File: config.mk
export PLATFORM = sky130hd
export DESIGN_NAME = mul_arbiter_flat
export DESIGN_NICKNAME = d
export VERILOG_FILES = /design/src/rtl/mul_arbiter_if.sv /design/src/rtl/mul_arbiter.sv /design/src/flat_wrapper.sv
export SDC_FILE = /design/constraint.sdc
export NUM_CORES = 1
export LEC_CHECK = 0
export CAP_MARGIN = 20
export CORE_MARGIN = 2
export CORE_UTILIZATION = 35
export DETAILED_ROUTE_END_ITERATION = 7
export HOLD_SLACK_MARGIN = 0.05
export PLACE_DENSITY_LB_ADDON = 0.08
export SYNTH_ARGS = -nofsm -noshare
export SYNTH_HDL_FRONTEND = slang
export SYNTH_SLANG_ARGS = --single-unit
File: constraint.sdc
create_clock -name clk -period 2.2 [get_ports clk]
set_input_delay 0.22 -clock clk [delete_from_list [all_inputs] [get_ports clk]]
set_output_delay 0.22 -clock clk [all_outputs]
set_load 0.05 [all_outputs]
File: src/rtl/mul_arbiter_if.sv
// rtl/mul_arbiter_if.sv - request/response bus between client blocks and the shared multiplier
interface mul_arbiter_if #(
    parameter int NUM_REQ = 4,
    parameter int WIDTH   = 8,
    parameter int ID_W    = 2
);
    logic [NUM_REQ-1:0]       req_valid;
    logic [NUM_REQ-1:0]       req_ready;
    logic [NUM_REQ*WIDTH-1:0] req_a;
    logic [NUM_REQ*WIDTH-1:0] req_b;
    logic                     resp_valid;
    logic                     resp_ready;
    logic [ID_W-1:0]          resp_id;
    logic [2*WIDTH-1:0]       resp_product;

    modport master (
        output req_valid, req_a, req_b, resp_ready,
        input  req_ready, resp_valid, resp_id, resp_product
    );

    modport slave (
        input  req_valid, req_a, req_b, resp_ready,
        output req_ready, resp_valid, resp_id, resp_product
    );
endinterface

File: src/rtl/mul_arbiter.sv
// rtl/mul_arbiter.sv - round-robin arbiter sharing one shift-add multiplier; MUL_ARB_EARLY_EXIT_EN ends BUSY once the multiplier runs out of set bits
module mul_arbiter #(
    parameter int NUM_REQ = 4,
    parameter int WIDTH   = 8,
    parameter int ID_W    = 2
) (
    input  logic         clk,
    input  logic         rst,
    mul_arbiter_if.slave bus
);
    localparam int PW    = 2 * WIDTH;
    localparam int CNT_W = $clog2(WIDTH);

    typedef enum logic [1:0] {IDLE, BUSY, DONE} state_t;

    state_t             state;
    logic [ID_W-1:0]    ptr;
    logic [ID_W-1:0]    cur_id;
    logic [ID_W-1:0]    grant_id;
    logic               grant_any;
    logic [NUM_REQ-1:0] grant;
    logic [WIDTH-1:0]   sel_a;
    logic [WIDTH-1:0]   sel_b;
    logic [PW-1:0]      a_sh;
    logic [PW-1:0]      acc;
    logic [PW-1:0]      acc_next;
    logic [WIDTH-1:0]   b_sh;
    logic [WIDTH-1:0]   b_next;
    logic [CNT_W-1:0]   count;
    logic               last_iter;

    // Lowest index at or above the pointer wins; otherwise the lowest index below it.
    always_comb begin
        grant     = '0;
        grant_id  = '0;
        grant_any = 1'b0;
        sel_a     = '0;
        sel_b     = '0;
        for (int i = NUM_REQ - 1; i >= 0; i--) begin
            if (bus.req_valid[i] && (i < int'(ptr))) begin
                grant     = '0;
                grant[i]  = 1'b1;
                grant_id  = ID_W'(i);
                grant_any = 1'b1;
                sel_a     = bus.req_a[i*WIDTH +: WIDTH];
                sel_b     = bus.req_b[i*WIDTH +: WIDTH];
            end
        end
        for (int i = NUM_REQ - 1; i >= 0; i--) begin
            if (bus.req_valid[i] && (i >= int'(ptr))) begin
                grant     = '0;
                grant[i]  = 1'b1;
                grant_id  = ID_W'(i);
                grant_any = 1'b1;
                sel_a     = bus.req_a[i*WIDTH +: WIDTH];
                sel_b     = bus.req_b[i*WIDTH +: WIDTH];
            end
        end
    end

    assign bus.req_ready = (state == IDLE) ? grant : '0;

    assign acc_next = b_sh[0] ? (acc + a_sh) : acc;
    assign b_next   = b_sh >> 1;

`ifdef MUL_ARB_EARLY_EXIT_EN
    assign last_iter = (count == CNT_W'(WIDTH - 1)) || (b_next == '0);
`else
    assign last_iter = (count == CNT_W'(WIDTH - 1));
`endif

    always_ff @(posedge clk) begin
        if (rst) begin
            state            <= IDLE;
            ptr              <= '0;
            cur_id           <= '0;
            a_sh             <= '0;
            b_sh             <= '0;
            acc              <= '0;
            count            <= '0;
            bus.resp_valid   <= 1'b0;
            bus.resp_id      <= '0;
            bus.resp_product <= '0;
        end else begin
            case (state)
                IDLE: begin
                    if (grant_any) begin
                        a_sh   <= {{WIDTH{1'b0}}, sel_a};
                        b_sh   <= sel_b;
                        acc    <= '0;
                        count  <= '0;
                        cur_id <= grant_id;
                        ptr    <= (grant_id == ID_W'(NUM_REQ - 1)) ? '0 : grant_id + 1'b1;
                        state  <= BUSY;
                    end
                end
                BUSY: begin
                    acc   <= acc_next;
                    a_sh  <= a_sh << 1;
                    b_sh  <= b_next;
                    count <= count + 1'b1;
                    if (last_iter) begin
                        bus.resp_valid   <= 1'b1;
                        bus.resp_product <= acc_next;
                        bus.resp_id      <= cur_id;
                        state            <= DONE;
                    end
                end
                DONE: begin
                    if (bus.resp_ready) begin
                        bus.resp_valid <= 1'b0;
                        state          <= IDLE;
                    end
                end
                default: state <= IDLE;
            endcase
        end
    end
endmodule

File: src/flat_wrapper.sv
// flat-port wrapper written by rule: the top's interface ports become plain ports
module mul_arbiter_flat 
#(
    parameter int NUM_REQ = 4,
    parameter int WIDTH   = 8,
    parameter int ID_W    = 2
)
  (clk, rst, bus_req_valid, bus_req_a, bus_req_b, bus_resp_ready, bus_req_ready, bus_resp_valid, bus_resp_id, bus_resp_product);
  mul_arbiter_if #(.NUM_REQ(NUM_REQ), .WIDTH(WIDTH), .ID_W(ID_W)) bus_i ();
  input  logic clk;
  input  logic rst;
  input wire logic [$bits(bus_i.req_valid)-1:0] bus_req_valid;
  input wire logic [$bits(bus_i.req_a)-1:0] bus_req_a;
  input wire logic [$bits(bus_i.req_b)-1:0] bus_req_b;
  input wire logic [$bits(bus_i.resp_ready)-1:0] bus_resp_ready;
  output wire logic [$bits(bus_i.req_ready)-1:0] bus_req_ready;
  output wire logic [$bits(bus_i.resp_valid)-1:0] bus_resp_valid;
  output wire logic [$bits(bus_i.resp_id)-1:0] bus_resp_id;
  output wire logic [$bits(bus_i.resp_product)-1:0] bus_resp_product;
  assign bus_i.req_valid = bus_req_valid;
  assign bus_i.req_a = bus_req_a;
  assign bus_i.req_b = bus_req_b;
  assign bus_i.resp_ready = bus_resp_ready;
  assign bus_req_ready = bus_i.req_ready;
  assign bus_resp_valid = bus_i.resp_valid;
  assign bus_resp_id = bus_i.resp_id;
  assign bus_resp_product = bus_i.resp_product;
  mul_arbiter #(.NUM_REQ(NUM_REQ), .WIDTH(WIDTH), .ID_W(ID_W)) u_core (.clk(clk), .rst(rst), .bus(bus_i));
endmodule
==> flow_metrics.py, run 1 <==
metrics = {
    "detailed_routing": {
        "first_pass_iters": 5,
        "m1WireLength_um": 6440,
        "wl_met3_um": 523,
        "via_per_inst": 5.47,
        "drc": 0,
        "ant_nets": 0,
        "drtIter0Drc": 263,
        "wirelength_um": 13700,
        "wl_per_cell_um": 16.8,
        "wl_met2_um": 6520,
        "routed.top_layer": "met4",
        "vias": 4452,
    },
    "synth": {
        "yosysSeqAreaShare_pct": 33.3,
        "synth_top_area_share_pct": 33.3,
        "synth.net_count": 621,
        "synthTopCellsByCount": "73 x nand2_1, 68 x dfxtp_1, 62 x a21oi_1",
        "synth.area.top_cells": "dfxtp_1 33%, a21oi_1 7.6%, nand2_1 6.7%",
        "synth_cells": 531,
        "synth_seq_cells": 68,
        "yosys_warnings": 0,
        "async_flop_share_pct": 0,
        "syn-cell-area_sq_mm": 0.00409,
        "synth_most_common_cell": "nand2_1",
        "syn_avg_cell_area_sq_um": 7.70,
        "synthFlopType": "dfxtp_1",
        "synth_top_area_cell": "dfxtp_1",
        "synth-edff-count": 0,
        "ys_types": 55,
    },
    "timing": {
        "worst_pin_slew_ps": 546,
        "period_needed_ps": 2260,
        "fmax_ghz": 0.442,
        "finalWorstSetupSlack_ps": -62.5,
        "hold_viol_final": 0,
        "setup_viol": 2,
        "rsz0062_at_grt": "yes",
        "fin_hold_ws_ps": 240,
        "slew_violations": 0,
        "period_share_pct": 103,
        "slew_headroom_pct": 63.5,
        "finalClockSkew_ps": 4.87,
    },
    "global_routing": {
        "grt_max_degree": 27,
        "gr-total-overflow": 0,
        "grt_usage_pct": 22.0,
        "grt_pass1_vias": 4442,
        "antenna_found_initial": 0,
        "grt_pass1_wl_um": 22400,
    },
    "worst_hold_path": {
        "hp-start": "rst",
        "hp-class": "in2reg",
        "holdPathEnd": "u_core.acc[4]",
        "hold_depth": 2,
    },
    "layout": {
        "drive_gt1_share_pct": 20.1,
        "n_antenna_cell": 0,
        "utilization_pct": 53.6,
        "fin_cells": 814,
        "area_growth_pct": 49.6,
        "nets": 757,
        "n_fill_cell": 1105,
    },
    "run": {
        "max-cap-violations": 0,
    },
    "worst_setup_path": {
        "rrSetupSlack_ps": -60,
        "critical_path_required_ps": 2450,
        "regToRegEndpoint": "u_core.acc[15]",
        "endpoint_kind": "flip-flop",
        "critPathKind": "reg2reg",
        "cp-start-kind": "flip-flop",
        "r2r_cells": 8,
        "crit_arrival_ps": 2520,
        "regToRegStartpoint": "u_core.a_sh[1]",
        "crit_fanout": 4,
    },
    "place": {
        "gp_congestion": 0.899,
        "dp_hpwl_um": 10300,
        "portBuffers": 93,
        "dp.cells": 794,
        "pre_cts_ws_ps": -177,
    },
    "power": {
        "leakage_uw": 0.00242,
        "powerDensity_mw_per_mm2": 604,
        "ir_worst_vdd_uv": 567,
        "total_power_uw": 3700,
    },
    "floorplanning": {
        "die-area_sq_mm": 0.0126,
        "row_count": 39,
        "start_util_pct": 35.8,
        "fp.dieH_um": 112,
        "io_pins": 94,
        "die_x_um": 112,
        "core_sq_mm": 0.0114,
    },
    "status": {
        "status": "finished with violations",
        "violations": "setup timing",
    },
    "clock_network": {
        "root_buffer": "clkbuf_16",
        "cts_max_path_buffers": 2,
        "clk_pin_slew_ps": 50,
        "cts-buffers-inserted": 9,
        "tritoncts": "built",
        "clk_latency_ps": 330,
        "cts_hold_buf": 0,
        "htreeDepth": 3,
        "cts_sinks": 68,
    },
}
==> placed cells by master, fill, tap and decap left out, drive strengths merged, types with 2 or more instances in the layout <==
| cell | Yosys | routed |
|---|---|---|
| clkdlybuf4s50 | 0 | 87 |
| buf | 5 | 78 |
| nand2 | 73 | 73 |
| dfxtp | 68 | 68 |
| a21oi | 63 | 63 |
| nor2 | 45 | 45 |
| o21ai | 26 | 26 |
| nor3 | 23 | 23 |
| nand3 | 23 | 23 |
| ha | 18 | 18 |
| a22oi | 17 | 17 |
| a221oi | 14 | 14 |
| o21a | 10 | 10 |
| clkbuf | 36 | 10 |
| xnor2 | 9 | 9 |
| a21o | 9 | 9 |
| nand2b | 8 | 8 |
| a31oi | 7 | 7 |
| a222oi | 7 | 7 |
| and2 | 6 | 6 |
| a211oi | 6 | 6 |
| o211ai | 4 | 4 |
| o31ai | 4 | 4 |
| nor2b | 4 | 4 |
| xor2 | 4 | 4 |
| inv | 3 | 3 |
| and3 | 3 | 3 |
| a22o | 3 | 3 |
| clkinv | 0 | 3 |
| mux2i | 3 | 3 |
| and3b | 2 | 2 |
| o31a | 2 | 2 |
| o2bb2ai | 2 | 2 |
| mux2 | 2 | 2 |
| a2bb2oi | 2 | 2 |
| or2 | 2 | 2 |
==> worst max path at each step <==
stage / end / startpoint
after floorplan: u_core.acc[15] / u_core.a_sh[1]
after global placement: u_core.acc[15] / u_core.a_sh[1]
after detailed placement: u_core.acc[15] / u_core.acc[6]
after CTS: u_core.acc[15] / u_core.acc[8]
after global routing: u_core.acc[15] / u_core.a_sh[1]
final: u_core.acc[15] / u_core.a_sh[1]
==> logic make-up (layout without fill, tap and decap cells) <==
logic type / Yosys count / count (layout) / share of synthesized area [%]
AOI/OAI and AO/OA: 187 / 187 / 30.8
xor gates and xnor gates: 13 / 13 / 2.79
adders and majority gates: 19 / 19 / 6.00
buffers and inverters: 44 / 184 / 4.16
DFF: 68 / 68 / 33.3
muxes: 5 / 5 / 1.29
and+or+nand+nor: 195 / 195 / 21.6
==> layer usage <==
layer | GRT usage (%) | up-vias
li1 | - | 2229
met1 | 29.5 | 2126
met2 | 36.6 | 82
met3 | 4.37 | 15
met4 | 5.45 | 0
met5 | 0 | -
==> worst max-delay path, stage by stage, from the launching register on <==
cell and delay, ps:
dfxtp_4 350, ha_4 230, a211o_1 270, o211ai_2 90, a21oi_2 100, a311o_1 440, and4_4 210, or3_1 310
a31oi_1 190
==> registers in the layout, summed over array words and instances (netlist names) <==
register,cells
u_core.count,3
u_core.a_sh,16
u_core.ptr,2
u_core.acc,16
u_core.bus.resp_valid,1
u_core.state,2
u_core.b_sh,8
u_core.cur_id,2
u_core.bus.resp_id,2
u_core.bus.resp_product,16
==> area by class of cell <==
| class | count | area (sq um) | area share, % |
|---|---|---|---|
| well taps | 143 | 179 | 2.92 |
| flip-flops and latches | 68 | 1370 | 22.5 |
| repair buffers | 166 | 1520 | 24.9 |
| multi-input cells | 419 | 2740 | 44.8 |
| clock buffers | 10 | 239 | 3.91 |
| clock inverters | 5 | 52.6 | 0.859 |
| inverters | 3 | 11.3 | 0.184 |
==> metrics by stage <==
stage                     instance area [sq um]  setup TNS (ps)
after detailed placement                   5640            -516
final                                      6120           -87.5
after CTS                                  6050            -103
after floorplan                            4130               0
after global routing                       6120            -411
after global placement                     5640            -175
==> repair_timing <==
| item | 4_1_cts | 5_1_grt |
|---|---|---|
| endpoints found under the hold margin | 0 | 0 |
| endpoints found under the setup margin | 6 | 17 |
| buffers inserted | 4 | 2 |
| resized for setup | 19 | 15 |
| pin swaps | 12 | 14 |
==> power by group <==
part           internal (uW)  switching, uW
clock network            894            506
registers               1290           49.1
logic                    463            491
(Power assumes the default switching activity.)
==> inputs of run 2 (changes only) <==
- HOLD_SLACK_MARGIN: 0.05 -> unset
==> results of run 2 <==
The final DEF is identical to that of run 1; final timing and power are the same.
==> inputs of run 3 (changes only) <==
- ABC_AREA: unset -> 1
- SKIP_LAST_GASP: unset -> 1
==> flow_metrics.py, run 3 <==
metrics = {
    "status": {
        "status": "finished, final reports clean",
    },
    "global_routing": {
        "antenna_found_initial": 0,
        "grt_pass1_wl_um": 21200,
        "grt_max_degree": 35,
        "grt_usage_pct": 20.0,
        "grt_pass1_vias": 4401,
        "gr-total-overflow": 0,
    },
    "synth": {
        "synth_most_common_cell": "nand2_1",
        "synth.net_count": 753,
        "yosys_warnings": 0,
        "synth_top_area_share_pct": 31.0,
        "synthFlopType": "dfxtp_1",
        "async_flop_share_pct": 0,
        "yosysSeqAreaShare_pct": 31.0,
        "ys_types": 39,
        "synthTopCellsByCount": "205 x nand2_1, 68 x a21oi_1, 68 x dfxtp_1",
        "syn-cell-area_sq_mm": 0.00439,
        "synth.area.top_cells": "dfxtp_1 31%, nand2_1 18%, a21oi_1 7.8%",
        "synth_seq_cells": 68,
        "synth-edff-count": 0,
        "synth_cells": 663,
        "syn_avg_cell_area_sq_um": 6.62,
        "synth_top_area_cell": "dfxtp_1",
    },
    "layout": {
        "area_growth_pct": 32.2,
        "drive_gt1_share_pct": 8.87,
        "layout_commonest_cell": "nand2_1",
        "top_regs": "u_core.a_sh x16, u_core.acc x16, u_core.bus.resp_product x16",
        "n_antenna_cell": 0,
        "final_cell_mix": "205 x nand2_1, 89 x clkdlybuf4s50_1, 68 x a21oi_1",
        "nets": 840,
        "fin_cells": 923,
        "n_fill_cell": 1250,
    },
    "worst_setup_path": {
        "rrSetupSlack_ps": 240,
        "cpPeakStageDelay_ps": 440,
        "worstPathCellList": "nand2_4 > nand2_4 > nand2_2 > inv_2 > nand2_2 > nand2_4 > nand2_1 > nor2_1 > buf_12",
        "endpoint_kind": "primary output",
        "cp_slowest_cell": "dfxtp_2",
        "critical_path_required_ps": 1980,
        "crit_buf_inv": 2,
        "critPathKind": "reg2out",
        "crit_family": "simple AND/OR/NAND/NOR gates",
        "crit_fanout": 15,
        "path_common_cell": "nand2_4",
        "cp-start-kind": "flip-flop",
        "crit_arrival_ps": 1780,
    },
    "clock_network": {
        "cts-buffers-inserted": 9,
        "tritoncts": "built",
        "clk_latency_ps": 330,
        "cts_sinks": 68,
        "root_buffer": "clkbuf_16",
        "clk_pin_slew_ps": 50,
        "postCtsSetupRepairBufs": 0,
        "htreeDepth": 3,
        "cts_max_path_buffers": 2,
    },
    "detailed_routing": {
        "wirelength_um": 12800,
        "wl_met2_um": 5900,
        "drc": 0,
        "routed.top_layer": "met4",
        "first_pass_iters": 5,
        "wl_per_cell_um": 13.8,
        "ant_nets": 0,
        "wl_met3_um": 515,
        "via_per_inst": 4.91,
        "drtIter0Drc": 250,
        "m1WireLength_um": 6210,
        "vias": 4532,
    },
    "power": {
        "leakage_uw": 0.00257,
        "powerDensity_mw_per_mm2": 614,
        "ir_worst_vdd_uv": 421,
    },
    "floorplanning": {
        "row_count": 40,
        "fp.dieH_um": 116,
        "core_sq_mm": 0.0121,
        "die_x_um": 116,
        "io_pins": 94,
        "die-area_sq_mm": 0.0134,
        "start_util_pct": 36.2,
    },
    "place": {
        "gp_congestion": 0.852,
        "dp.cells": 907,
        "dp_hpwl_um": 9680,
        "portBuffers": 93,
    },
    "timing": {
        "period_share_pct": 90.9,
        "hold_viol_final": 0,
        "rsz0062_at_grt": "no",
        "slew_headroom_pct": 64.9,
        "worst_pin_slew_ps": 525,
        "fin_hold_ws_ps": 465,
        "fin_tns_setup_ps": 0,
        "setup_viol": 0,
        "fmax_ghz": 0.500,
        "period_needed_ps": 2000,
        "finalClockSkew_ps": 6.19,
        "slew_violations": 0,
    },
    "run": {
        "max-cap-violations": 0,
    },
    "worst_hold_path": {
        "hp-class": "reg2reg",
    },
}
## run 3: layout make-up
class | instances | area, sq um | area share (%)
well taps | 168 | 210 | 3.63
clock buffers | 13 | 260 | 4.49
multi-input cells | 500 | 2620 | 45.1
inverters | 66 | 253 | 4.36
clock inverters | 3 | 21.3 | 0.367
flip-flops and latches | 68 | 1360 | 23.5
repair buffers | 105 | 1070 | 18.5
## run 3: per-stage QoR
| step | cell area, sq um | power [uW] | setup slack, ps | utilization, % |
|---|---|---|---|---|
| after global placement | 5520 | 2230 | 149 | 45.5 |
| final | 5800 | 3560 | 201 | 47.9 |
| after global routing | 5800 | 3750 | 12.2 | 47.9 |
| after CTS | 5800 | 3600 | 57.8 | 47.9 |
| after detailed placement | 5520 | 2230 | 105 | 45.5 |
| after floorplan | 4390 | 1920 | 313 | - |
## run 3: worst paths after layout
| check | from | endpoint | cells after the start |
|---|---|---|---|
| max | u_core.ptr[1] | bus_req_ready[1] | 9 |
| min reg2reg | u_core.count[0] | u_core.count[0] | 1 |
| min | u_core.count[0] | u_core.count[0] | 1 |
| max reg2reg | u_core.acc[0] | u_core.bus.resp_product[14] | 13 |
## run 3: cell families after synthesis
group / count (synthesis) / share of synthesized area (%)
xor gates and xnor gates: 5 / 0.998
and+or+nand+nor: 310 / 30.7
buffers and inverters: 95 / 9.44
AOI/OAI and AO/OA: 166 / 22.3
DFF: 68 / 31.0
adders and majority gates: 19 / 5.59
## run 3: where the power goes
part | switching (uW) | leakage, uW | internal [uW]
clock | 532 | 0.000136 | 825
sequential | 56.1 | 0.000554 | 1300
combinational | 485 | 0.00188 | 367
total | 1070 | 0.00257 | 2490
## run 3: what timing repair did
item	in CTS	in global routing
hold buffers	0	0
gates resized for setup	0	1
endpoints found under the setup margin	0	4
## run 3: per-layer routing
| metal | track usage [%] | vias to the layer above |
|---|---|---|
| met5 | 0 | - |
| met4 | 5.48 | 0 |
| met3 | 3.50 | 12 |
| met2 | 32.4 | 86 |
| met1 | 27.6 | 2063 |
| li1 | - | 2371 |
